[src/rtl/branch_redirect_ctrl_pkg.sv]
// Shared types for the branch redirect controller: redirect causes, the
// predictor-update entry layout and the squash FSM states.
package branch_redirect_ctrl_pkg;

    typedef enum logic [1:0] {
        CAUSE_NONE = 2'd0,
        CAUSE_BR0  = 2'd1,
        CAUSE_BR1  = 2'd2,
        CAUSE_EXT  = 2'd3
    } redirect_cause_e;

    typedef enum logic {
        ST_IDLE   = 1'b0,
        ST_SQUASH = 1'b1
    } squash_state_e;

    typedef struct packed {
        logic [31:0] pc;
        logic [31:0] target;
        logic        taken;
    } upd_entry_t;

    localparam int ENTRY_W = $bits(upd_entry_t);

    function automatic upd_entry_t make_entry(input logic [31:0] pc,
                                              input logic [31:0] target,
                                              input logic        taken);
        upd_entry_t e;
        e.pc     = pc;
        e.target = target;
        e.taken  = taken;
        return e;
    endfunction

endpackage

[src/rtl/branch_redirect_ctrl_fifo.sv]
// bp_update_fifo: 2-write/1-read queue of predictor updates. Writes are taken
// in age order; whatever does not fit is reported on o_drop.
module bp_update_fifo
    import branch_redirect_ctrl_pkg::*;
#(
    parameter int DEPTH = 4
) (
    input  logic               i_clk,
    input  logic               i_rst_n,
    input  logic               i_push0,
    input  logic [ENTRY_W-1:0] i_data0,
    input  logic               i_push1,
    input  logic [ENTRY_W-1:0] i_data1,
    input  logic               i_pop_ready,
    output logic               o_valid,
    output logic [ENTRY_W-1:0] o_head,
    output logic [$clog2(DEPTH):0] o_count,
    output logic [1:0]         o_drop
);

    localparam int AW = $clog2(DEPTH);
    localparam int CW = AW + 1;

    logic [ENTRY_W-1:0] r_mem [DEPTH];
    logic [AW-1:0]      r_wptr;
    logic [AW-1:0]      r_rptr;
    logic [CW-1:0]      r_count;

    logic               w_pop;
    logic [1:0]         w_n_in;
    logic [1:0]         w_n_acc;
    logic [CW:0]        w_free;
    logic [ENTRY_W-1:0] w_wr0;
    logic [ENTRY_W-1:0] w_wr1;

    always_comb begin
        w_pop  = (r_count != '0) && i_pop_ready;
        w_n_in = {1'b0, i_push0} + {1'b0, i_push1};
        // A same-cycle pop frees a slot for the incoming entries.
        w_free = (CW+1)'(DEPTH) - {1'b0, r_count} + {{CW{1'b0}}, w_pop};
        if ({{(CW-1){1'b0}}, w_n_in} <= w_free) begin
            w_n_acc = w_n_in;
        end else begin
            w_n_acc = w_free[1:0];
        end
        // Compact so the oldest accepted entry always lands at the write pointer.
        w_wr0  = i_push0 ? i_data0 : i_data1;
        w_wr1  = i_data1;
        o_drop = w_n_in - w_n_acc;
    end

    always_ff @(posedge i_clk) begin
        if (w_n_acc != 2'd0) begin
            r_mem[r_wptr] <= w_wr0;
        end
        if (w_n_acc == 2'd2) begin
            r_mem[r_wptr + AW'(1)] <= w_wr1;
        end
    end

    always_ff @(posedge i_clk) begin
        if (!i_rst_n) begin
            r_wptr  <= '0;
            r_rptr  <= '0;
            r_count <= '0;
        end else begin
            r_wptr  <= r_wptr + AW'(w_n_acc);
            r_rptr  <= r_rptr + AW'(w_pop);
            r_count <= r_count + CW'(w_n_acc) - CW'(w_pop);
        end
    end

    assign o_valid = (r_count != '0);
    assign o_head  = r_mem[r_rptr];
    assign o_count = r_count;

endmodule

[src/rtl/branch_redirect_ctrl.sv]
// Branch redirect controller: picks the oldest mispredict across both pipes,
// issues one registered redirect, squashes wrong-path results and queues updates.
module branch_redirect_ctrl
    import branch_redirect_ctrl_pkg::*;
#(
    parameter int FIFO_DEPTH = 4,
    parameter int SQUASH_CYC = 2
) (
    input  logic        clk,
    input  logic        rst_n,
    input  logic        ex0_valid,
    input  logic        ex0_update_en,
    input  logic        ex0_flush,
    input  logic        ex0_taken,
    input  logic [31:0] ex0_target,
    input  logic [31:0] ex0_pc,
    input  logic        ex1_valid,
    input  logic        ex1_update_en,
    input  logic        ex1_flush,
    input  logic        ex1_taken,
    input  logic [31:0] ex1_target,
    input  logic [31:0] ex1_pc,
    input  logic        ext_flush,
    output logic        redirect_valid,
    output logic [31:0] redirect_pc,
    output logic        squash,
    output logic        upd_valid,
    input  logic        upd_ready,
    output logic [31:0] upd_pc,
    output logic [31:0] upd_target,
    output logic        upd_taken,
    output logic [7:0]  drop_cnt,
    output logic        dbg_state
);

    // Update port handshake: an entry transfers on a cycle where upd_valid and
    // upd_ready are both high; upd_* stay stable while upd_valid && !upd_ready.

    localparam int SQ_W = $clog2(SQUASH_CYC + 1);
    localparam int CW   = $clog2(FIFO_DEPTH) + 1;

    squash_state_e      r_state, w_state_nxt;
    logic [SQ_W-1:0]    r_sq_cnt, w_sq_cnt_nxt;
    logic               r_redirect_valid;
    logic [31:0]        r_redirect_pc;
    logic [7:0]         r_drop_cnt;

    redirect_cause_e    w_cause;
    logic               w_idle;
    logic               w_eff0;
    logic               w_eff1;
    logic               w_br0;
    logic               w_br1;
    logic               w_push0;
    logic               w_push1;
    logic [1:0]         w_fifo_drop;
    logic [8:0]         w_drop_sum;
    logic [ENTRY_W-1:0] w_head;
    logic [CW-1:0]      w_count;
    upd_entry_t         w_head_s;

    always_comb begin
        w_idle  = (r_state == ST_IDLE);
        w_eff0  = ex0_valid && w_idle && !ext_flush;
        w_br0   = w_eff0 && ex0_flush;
        // An older mispredict makes everything in pipe 1 wrong-path.
        w_eff1  = ex1_valid && w_idle && !ext_flush && !w_br0;
        w_br1   = w_eff1 && ex1_flush;
        w_push0 = w_eff0 && ex0_update_en;
        w_push1 = w_eff1 && ex1_update_en;

        w_cause = CAUSE_NONE;
        if (ext_flush) begin
            w_cause = CAUSE_EXT;
        end else if (w_br0) begin
            w_cause = CAUSE_BR0;
        end else if (w_br1) begin
            w_cause = CAUSE_BR1;
        end
    end

    always_comb begin
        w_state_nxt  = r_state;
        w_sq_cnt_nxt = r_sq_cnt;
        case (r_state)
            ST_IDLE: begin
                if (w_cause != CAUSE_NONE) begin
                    w_state_nxt  = ST_SQUASH;
                    w_sq_cnt_nxt = SQ_W'(SQUASH_CYC - 1);
                end
            end
            ST_SQUASH: begin
                if (ext_flush) begin
                    w_sq_cnt_nxt = SQ_W'(SQUASH_CYC - 1);
                end else if (r_sq_cnt == '0) begin
                    w_state_nxt = ST_IDLE;
                end else begin
                    w_sq_cnt_nxt = r_sq_cnt - SQ_W'(1);
                end
            end
            default: begin
                w_state_nxt  = ST_IDLE;
                w_sq_cnt_nxt = '0;
            end
        endcase
    end

    always_ff @(posedge clk) begin
        if (!rst_n) begin
            r_state          <= ST_IDLE;
            r_sq_cnt         <= '0;
            r_redirect_valid <= 1'b0;
            r_redirect_pc    <= '0;
        end else begin
            r_state          <= w_state_nxt;
            r_sq_cnt         <= w_sq_cnt_nxt;
            r_redirect_valid <= (w_cause == CAUSE_BR0) || (w_cause == CAUSE_BR1);
            if (w_cause == CAUSE_BR0) begin
                r_redirect_pc <= ex0_target;
            end else if (w_cause == CAUSE_BR1) begin
                r_redirect_pc <= ex1_target;
            end
        end
    end

    bp_update_fifo #(
        .DEPTH (FIFO_DEPTH)
    ) u_fifo (
        .i_clk       (clk),
        .i_rst_n     (rst_n),
        .i_push0     (w_push0),
        .i_data0     (make_entry(ex0_pc, ex0_target, ex0_taken)),
        .i_push1     (w_push1),
        .i_data1     (make_entry(ex1_pc, ex1_target, ex1_taken)),
        .i_pop_ready (upd_ready),
        .o_valid     (upd_valid),
        .o_head      (w_head),
        .o_count     (w_count),
        .o_drop      (w_fifo_drop)
    );

    assign w_drop_sum = {1'b0, r_drop_cnt} + 9'(w_fifo_drop);

    always_ff @(posedge clk) begin
        if (!rst_n) begin
            r_drop_cnt <= '0;
        end else if (w_drop_sum > 9'd255) begin
            r_drop_cnt <= 8'd255;
        end else begin
            r_drop_cnt <= w_drop_sum[7:0];
        end
    end

    assign w_head_s       = upd_entry_t'(w_head);
    assign upd_pc         = w_head_s.pc;
    assign upd_target     = w_head_s.target;
    assign upd_taken      = w_head_s.taken;
    assign redirect_valid = r_redirect_valid;
    assign redirect_pc    = r_redirect_pc;
    assign squash         = (r_state == ST_SQUASH);
    assign drop_cnt       = r_drop_cnt;
    assign dbg_state      = r_state;

    logic w_unused;
    assign w_unused = ^w_count;

endmodule

[config.mk]
export PLATFORM = sky130hd
export DESIGN_NAME = branch_redirect_ctrl
export DESIGN_NICKNAME = d
export VERILOG_FILES = /design/src/rtl/branch_redirect_ctrl_pkg.sv /design/src/rtl/branch_redirect_ctrl_fifo.sv /design/src/rtl/branch_redirect_ctrl.sv
export SDC_FILE = /design/constraint.sdc
export NUM_CORES = 1
export LEC_CHECK = 0
export CELL_PAD_IN_SITES_DETAIL_PLACEMENT = 0
export CELL_PAD_IN_SITES_GLOBAL_PLACEMENT = 1
export CORE_UTILIZATION = 44
export DETAILED_ROUTE_END_ITERATION = 10
export PLACE_DENSITY_LB_ADDON = 0.1
export SETUP_SLACK_MARGIN = 0.02
export SYNTH_ARGS = -nofsm -noshare
export SYNTH_HDL_FRONTEND = slang
export SYNTH_SLANG_ARGS = --single-unit
[constraint.sdc]
create_clock -name clk -period 13.19 [get_ports clk]
set_clock_uncertainty 0.15 [all_clocks]
set_input_delay 3.957 -clock clk [delete_from_list [all_inputs] [get_ports clk]]
set_output_delay 3.957 -clock clk [all_outputs]
set_load 0.01 [all_outputs]
Word level (Yosys, flattened, before mapping) --
Memories as Yosys holds them, arrays and structs flattened. A register that Yosys moved wholly into a read port is not among the register bits. Index checks and enable logic that the tools add are counted. W data, S select, Z words.
Cells by class: bitwise gates (word level) 1, mux-type cells 21, order comparisons 2, equal/unequal tests 5, add/subtract/negate cells 11, reduce and logical (&&, ||, !) cells 19
Operators by type and width (count):
- $mux W65 | 1
- $mux W32 | 2
- $mux W2 | 8
- $logic_and A1 B1 Y1 | 10
- $add A8 B2 Y9 | 1
- $gt A9 B8 Y1 const B | 1
- $mux W8 | 1
- $mux W1 | 7
- $reduce_bool A2 Y1 | 3
- $add A4 B1 Y4 | 1
- $eq A2 B2 Y1 const B | 2
- $le A2 B4 Y1 | 1
- $pmux W2 S2 | 1
- $sub A3 B3 Y4 const A | 1
- $add A3 B2 Y3 | 1
- $ne A3 B3 Y1 const B | 1
- $reduce_bool A3 Y1 | 1
- $sub A3 B1 Y3 | 1
- $add A1 B1 Y2 | 1
- $add A2 B1 Y2 | 1
- $add A2 B1 Y2 const B | 1
- $add A2 B2 Y2 | 1
- $eq A2 B1 Y1 const B | 1
- $logic_not A1 Y1 | 2
- 8 further kinds | 8
Word-level totals: RAM bits 260, output and inout bits 109, flip-flop bits (word level) 51, memories kept 1, logic and storage cells 68, bits of input ports 140
Memories:
- u_fifo.r_mem | depth 4, width 65, read ports 1, clocked after memory_dff 1, wr ports 2, RTL line branch_redirect_ctrl_fifo.sv:24 | logic [ENTRY_W-1:0] r_mem [DEPTH];

Logic depth before layout (Yosys ltp) --
Gate-level depths: netlist of the first run.
depth in word-level cells 14, gate-level depth with buffers 19, depth with buffers taken out 18

By module --
A second synthesis of the first run with hierarchy kept.
Second synthesis, totals: cells, all modules 1063, area, all modules 14983.1 um2
Modules (own cells, without submodules):
- bp_update_fifo | sequential area each 7947.6 um2, cells an instance 819, times used 1, area an instance 13007.5 um2
- branch_redirect_ctrl | sequential area each 880.8 um2, cells an instance 244, times used 1, area an instance 1975.6 um2

Worst setup path before layout of the first run --
OpenSTA, ideal clock, no wires.
path kind input to register, from in ex0_flush, to mem u_fifo.r_mem[1][0] in the netlist's numbering, enable pin, path buffers 3, setup time 0.568 ns, stages 14, arrival time 11.243 ns, data required time 12.472 ns, setup slack 1.229 ns, path through nor4bb_1 clkbuf_1 clkbuf_1 nor2_1 and3_1 ha_1 ha_1 o21ai_0 a32o_1 or2_2 clkbuf_1 inv_2 nor2_1 nor3_1
RTL lines:
- start, declared | RTL line branch_redirect_ctrl.sv:13 | input logic ex0_flush,
- end, declared | RTL line branch_redirect_ctrl_fifo.sv:24

==> results of run 1 <==
==> registers in the layout (all words and copies together) (netlist names) <==
name and cells:
u_fifo.o_count 3, drop_cnt 8, u_fifo.r_rptr 2, r_sq_cnt 2, dbg_state 1, u_fifo.r_mem 260, redirect_pc 32, u_fifo.r_wptr 2
redirect_valid 1
==> layer usage <==
layer	share of wire, %	up-vias	GRT usage [%]	routed length [µm]
li1	-	4614	-	-
met1	43	5172	33.2	17800
met2	48	399	39.8	20000
met3	6.7	59	3.91	2780
met4	2.4	0	6.79	975
met5	0	-	0	0
==> metrics by stage <==
step / cells / worst slack (ns)
after floorplan: 1018 / 1.23
after global placement: 1646 / 3.24
after detailed placement: 1646 / 3.22
after CTS: 1707 / 3.74
after global routing: 1707 / 3.42
final: 1707 / 3.81
==> cell usage after synthesis, types with 5 or more instances <==
cell / count
edfxtp_1: 260
o2bb2ai_1: 258
nand2_1: 73
mux4_2: 65
dfxtp_1: 51
nor2_1: 46
buf_2: 38
clkbuf_1: 34
mux2i_1: 33
a211oi_1: 32
inv_1: 16
ha_1: 14
buf_6: 12
xnor2_1: 9
buf_1: 8
a21oi_1: 7
and2_1: 6
nor3_1: 6
xor2_1: 5
==> layout by cell type, fill, tap and decap left out, types with 6 or more instances in the layout <==
cell type,netlist,final
inv_1,16,16
a21oi_1,7,7
mux4_2,65,65
clkdlybuf4s50_1,0,248
clkinv_2,0,8
edfxtp_1,260,260
ha_1,14,13
a211oi_1,32,32
xnor2_1,9,9
buf_4,1,25
clkbuf_16,0,35
nand2_1,73,73
clkbuf_1,34,13
nor2_1,46,46
dfxtp_1,51,49
mux2i_1,33,33
and2_1,6,6
nor3_2,0,6
o2bb2ai_1,258,258
==> worst max-delay path: cells and delay by family <==
kind            cells  cell delay (ns)
simple gates        4             0.84
mux                 1             0.28
buf+inv             5             2.62
compound gates      3             1.08
fa+ha+maj           2             0.51
==> path summary, 6_finish.rpt <==
kind                  startpoint            endpoint  slack [ns]
setup / recovery       ext_flush  u_fifo.r_mem[0][5]        3.81
hold / removal    redirect_pc[5]      redirect_pc[5]        0.34
setup reg to reg       dbg_state  u_fifo.r_mem[0][5]        7.41
hold reg to reg   redirect_pc[5]      redirect_pc[5]        0.34
==> logic make-up (layout without fill, tap and decap cells) <==
logic type | Yosys count | after routing | share of synthesized area, %
AOI/OAI and AO/OA | 316 | 316 | 18.2
xor gates and xnor gates | 14 | 14 | 0.823
adders and majority gates | 16 | 16 | 1.44
buffers and inverters | 112 | 353 | 3.79
DFF | 311 | 311 | 59.2
muxes | 99 | 99 | 12.1
and+or+nand+nor | 150 | 150 | 4.34
==> final cells by class <==
cell class / count / area, µm² / share of cell area [%]
Clock buffer: 49 / 938 / 5.00
Inverter: 19 / 73.8 / 0.393
Tap cell: 448 / 561 / 2.98
Multi-Input combinational cell: 595 / 5610 / 29.9
Timing Repair Buffer: 273 / 2670 / 14.2
Sequential cell: 311 / 8840 / 47.1
Clock inverter: 12 / 86.3 / 0.460
==> power by group through the flow <==
stage	Sequential, mW	Clock (mW)	Combinational, mW
final	1.51	0.896	1.22
after detailed placement	1.53	0	1.24
after global routing	1.54	0.949	1.32
after global placement	1.52	0	1.23
after floorplan	1.52	0	0.661
after CTS	1.51	0.910	1.24
==> metrics.cfg, run 1 <==
[worst_hold_path]
hp-class=reg -> reg
hold_path_depth=2

[pwr]
intPower_mw=2.53
finalPower_mw=3.63
clkPwrFrac_pct=24.7
power_frac_comb_pct=33.7
power.net_switching_mw=1.11
seq_power_share_pct=41.6
switching_share_pct=30.5
p_leak_nw=6.03
p_per_area_nw_per_um2=193
ir_drop_v=0.000102

[yosys]
synth_cell_types=49
synth_seq_cells=311
syn_nets=1174
synth_edf_count=260
synthArstFlopShare_pct=0
synth_top_area_share_pct=52.4
synth.cell_area_um2=14900
synthTopCellsByArea=edfxtp_1 52%, o2bb2ai_1 15%, mux4_2 9.8%
synth_top_cell_by_area=edfxtp_1
synth.avg_cell_area_um2=14.6
yosysWarningCount=0
synth_top_flop_cell=edfxtp_1
ys_seq_area_share_pct=59.2
syn_inst=1018

[critical_path]
rr_worst_depth=14
worstPathRequired_ns=13.17
cp_slowest_cell=buf_4
slowest_delay_ns=0.75
end_kind=flop
cp.arrival_ns=9.36
path_cells=clkdlybuf4s50_1, nor4bb_4, buf_4, nor2_1, and3_1, ha_1, ha_1, o21ai_0, a222oi_1, mux2_4, inv_4, nor3_2, buf_4, o21bai_4, buf_4
cp_common_cell=buf_4
path_class=in -> reg
worst-path-max-fanout=66
cp-start-kind=primary input

[timing]
rsz0062_at_grt=false
fmax_mhz=107
finalHoldViolations=0
fin_crit_sh_pct=71.1
slew_headroom_pct=27.4
holdWs_ns=0.336
finalSetupViolations=0
period_minus_slack_ns=9.38
slew_viol_final=0
tightest_slew_ns=1.09
setup_tns_ns=0

[clock_tree]
cts_root_buf=clkbuf_16
clk_pin_slew_ns=0.06
numCtsBuffers=35
cts_setup_buffers=0
cts_tree=done
clk_latency_ns=0.49
cts.repair.resized=0
hold_buffers=0
htreeDepth=2
clockBufferDepth=3
cts.sinks=311

[detailed_routing]
vias=10200
first_iter_violations=789
routed_wl_um=41500
ant_nets=0
dr.pass1.iters=5
vias_per_cell=6.00
wire_per_inst_um=24.3
drc=0

[finish]
fin_area_um2=18800
nFillCells=2737
fin_util_pct=56.1
syn_to_final_growth_pct=26.0
drive_gt1_share_pct=12.6
final_nets=1391
diodes=0

[global_routing]
antenna_found_initial=0
grt_max_degree=67
grt_pass1_vias=10500
grt_pass1_wl_um=62500
grt-ovfl-total=0
grtUsageTotal_pct=24.2

[placed_design]
placed_cell_area_um2=17800
port_buffers=248
place_congestion=0.755
dpl.hpwl_um=23600

[floorplan]
rows=67
core_um2=33400
io_pins=249
die_w_um=186
die_area_um2=34600
die_h_um=186
start_util_pct=44.6

[run]
max-cap-violations=0

[outcome]
status=finished, final reports clean

Note: power is estimated with default switching activity, not from simulation.
==> run 2: changes to the inputs <==
==> constraint.sdc (replaced) <==
create_clock -name clk -period 8.8 [get_ports clk]
set_clock_uncertainty 0.15 [all_clocks]
set_input_delay 2.64 -clock clk [delete_from_list [all_inputs] [get_ports clk]]
set_output_delay 2.64 -clock clk [all_outputs]
set_load 0.01 [all_outputs]
==> metrics.cfg, run 2 (synthesis results as in run 1) <==
[outcome]
status=finished, final reports clean

[global_routing]
grt_pass1_wl_um=62300  ; -0.46%
grt-ovfl-total=0  ; unchanged
grt_pass1_vias=10500  ; -0.88%
grt_max_degree=66  ; -1.5%
antenna_found_initial=0  ; unchanged
grtUsageTotal_pct=24.2  ; -0.037 points

[detailed_routing]
wire_per_inst_um=24.3  ; +0.17%
ant_nets=0  ; unchanged
drc=0  ; unchanged
wl_met1_um=17300  ; -2.7%
dr.pass1.iters=5  ; unchanged
first_iter_violations=629  ; -20%
wl_met3_um=2830  ; +1.9%
vias_per_cell=5.96  ; -0.72%
routed-wl-met2_um=20600  ; +3.3%
dr.max_layer_used=met4
routed_wl_um=41700  ; +0.47%
vias=10200  ; -0.43%

[timing]
tightest_slew_ns=0.941  ; -0.148 ns
fmax_mhz=154
worst_slack_ns=2.30  ; -1.51 ns
fin_crit_sh_pct=73.9
holdWs_ns=0.331  ; -0.00465 ns
slew_headroom_pct=37.3  ; +9.9 points
finalSetupViolations=0  ; unchanged
rsz0062_at_grt=false
finalHoldViolations=0  ; unchanged
slew_viol_final=0  ; unchanged
period_minus_slack_ns=6.50

[pwr]
p_per_area_nw_per_um2=294  ; +52%
p_leak_nw=6.09  ; +1.0%
ir_drop_v=0.000184  ; +80%
finalPower_mw=5.57  ; +53%

[finish]
drive_gt1_share_pct=12.9  ; +0.27 points
nFillCells=2747  ; +0.37%
final_cell_mix=260 x edfxtp_1, 258 x o2bb2ai_1, 248 x clkdlybuf4s50_1
final_nets=1395  ; +0.29%
fin_cells=1712  ; +0.29%
diodes=0  ; unchanged
final_common_cell=edfxtp_1
multi_input_area_um2=5610  ; unchanged
syn_to_final_growth_pct=26.9
seq_area_um2=8840  ; unchanged
regMostFlops=u_fifo.r_mem
largest_reg_flops=260  ; unchanged
fin_util_pct=56.6  ; +0.41 points

[clock_tree]
clk_latency_ns=0.49  ; about the same
htreeDepth=2  ; unchanged
cts.repair.resized=0  ; unchanged
cts_tree=done
cts_root_buf=clkbuf_16
clk_pin_slew_ns=0.06  ; about the same
cts.sinks=311  ; unchanged
hold_buffers=0  ; unchanged
numCtsBuffers=35  ; unchanged
clockBufferDepth=3  ; unchanged
cts_setup_buffers=0  ; unchanged

[critical_path]
path_class=in -> reg
end_kind=flop
cp-start-kind=primary input
worst-path-max-fanout=28  ; -58%
cp.arrival_ns=6.76  ; -2.60 ns
worst-r2r-setup-slack_ns=4.47  ; -2.94 ns
worstPathRequired_ns=9.06  ; -4.11 ns

[floorplan]
die_w_um=186  ; unchanged
io_pins=249  ; unchanged
core_um2=33400  ; unchanged
die_area_um2=34600  ; unchanged
start_util_pct=44.6  ; unchanged
rows=67  ; unchanged
die_h_um=186  ; unchanged

[placed_design]
dp_slack_ns=1.77  ; -1.45 ns
post-place-cells=1650  ; +0.24%
dpl.hpwl_um=24000  ; +1.9%
port_buffers=248  ; unchanged
place_congestion=0.764  ; +1.2%

[run]
max-cap-violations=0  ; unchanged

[worst_hold_path]
hp-class=reg -> reg

-- run 2: final timing paths --
kind	startpoint	to	depth (start not counted)
setup / recovery	ext_flush	drop_cnt[4]	14
hold / removal	r_sq_cnt[0]	r_sq_cnt[0]	1
hold reg to reg	r_sq_cnt[0]	r_sq_cnt[0]	1
setup reg to reg	u_fifo.o_count[0]	drop_cnt[4]	16
-- run 2: through the flow --
| stage | area (µm²) | TNS (ns) |
|---|---|---|
| final | 18900 | 0 |
| after global routing | 18900 | 0 |
| after CTS | 18900 | 0 |
| after detailed placement | 17800 | 0 |
| after global placement | 17800 | 0 |
| after floorplan | 14900 | -283.75 |
-- run 2: area by class of cell --
type / count / area share, %
flip-flops and latches: 311 / 46.7
clock buffers: 44 / 4.81
multi-input cells: 595 / 29.7
inverters: 19 / 0.390
well taps: 448 / 2.96
clock inverters: 18 / 1.11
repair buffers: 277 / 14.3
-- run 2: report_power, final --
part           internal, mW  switching [mW]  leakage, nW  total (mW)
sequential             2.11           0.149         2.80        2.26
clock                 0.878           0.576        0.548        1.45
combinational         0.911           0.942         2.74        1.85
-- run 2: routing by layer --
| layer | GRT usage, % | vias up |
|---|---|---|
| li1 | - | 4626 |
| met1 | 31.9 | 5117 |
| met2 | 41.1 | 391 |
| met3 | 3.85 | 66 |
| met4 | 6.95 | 0 |
| met5 | 0 | - |
-- run 2: critical path, cell delays in order --
cell	delay (ns)
clkdlybuf4s50_1	0.57
nor4bb_4	0.31
buf_4	0.41
ha_1	0.26
ha_1	0.17
o21ai_0	0.14
a222oi_1	0.41
mux2_4	0.39
inv_4	0.19
xnor2_1	0.15
fa_1	0.49
nor2_1	0.19
nand3_1	0.23
a21oi_1	0.20
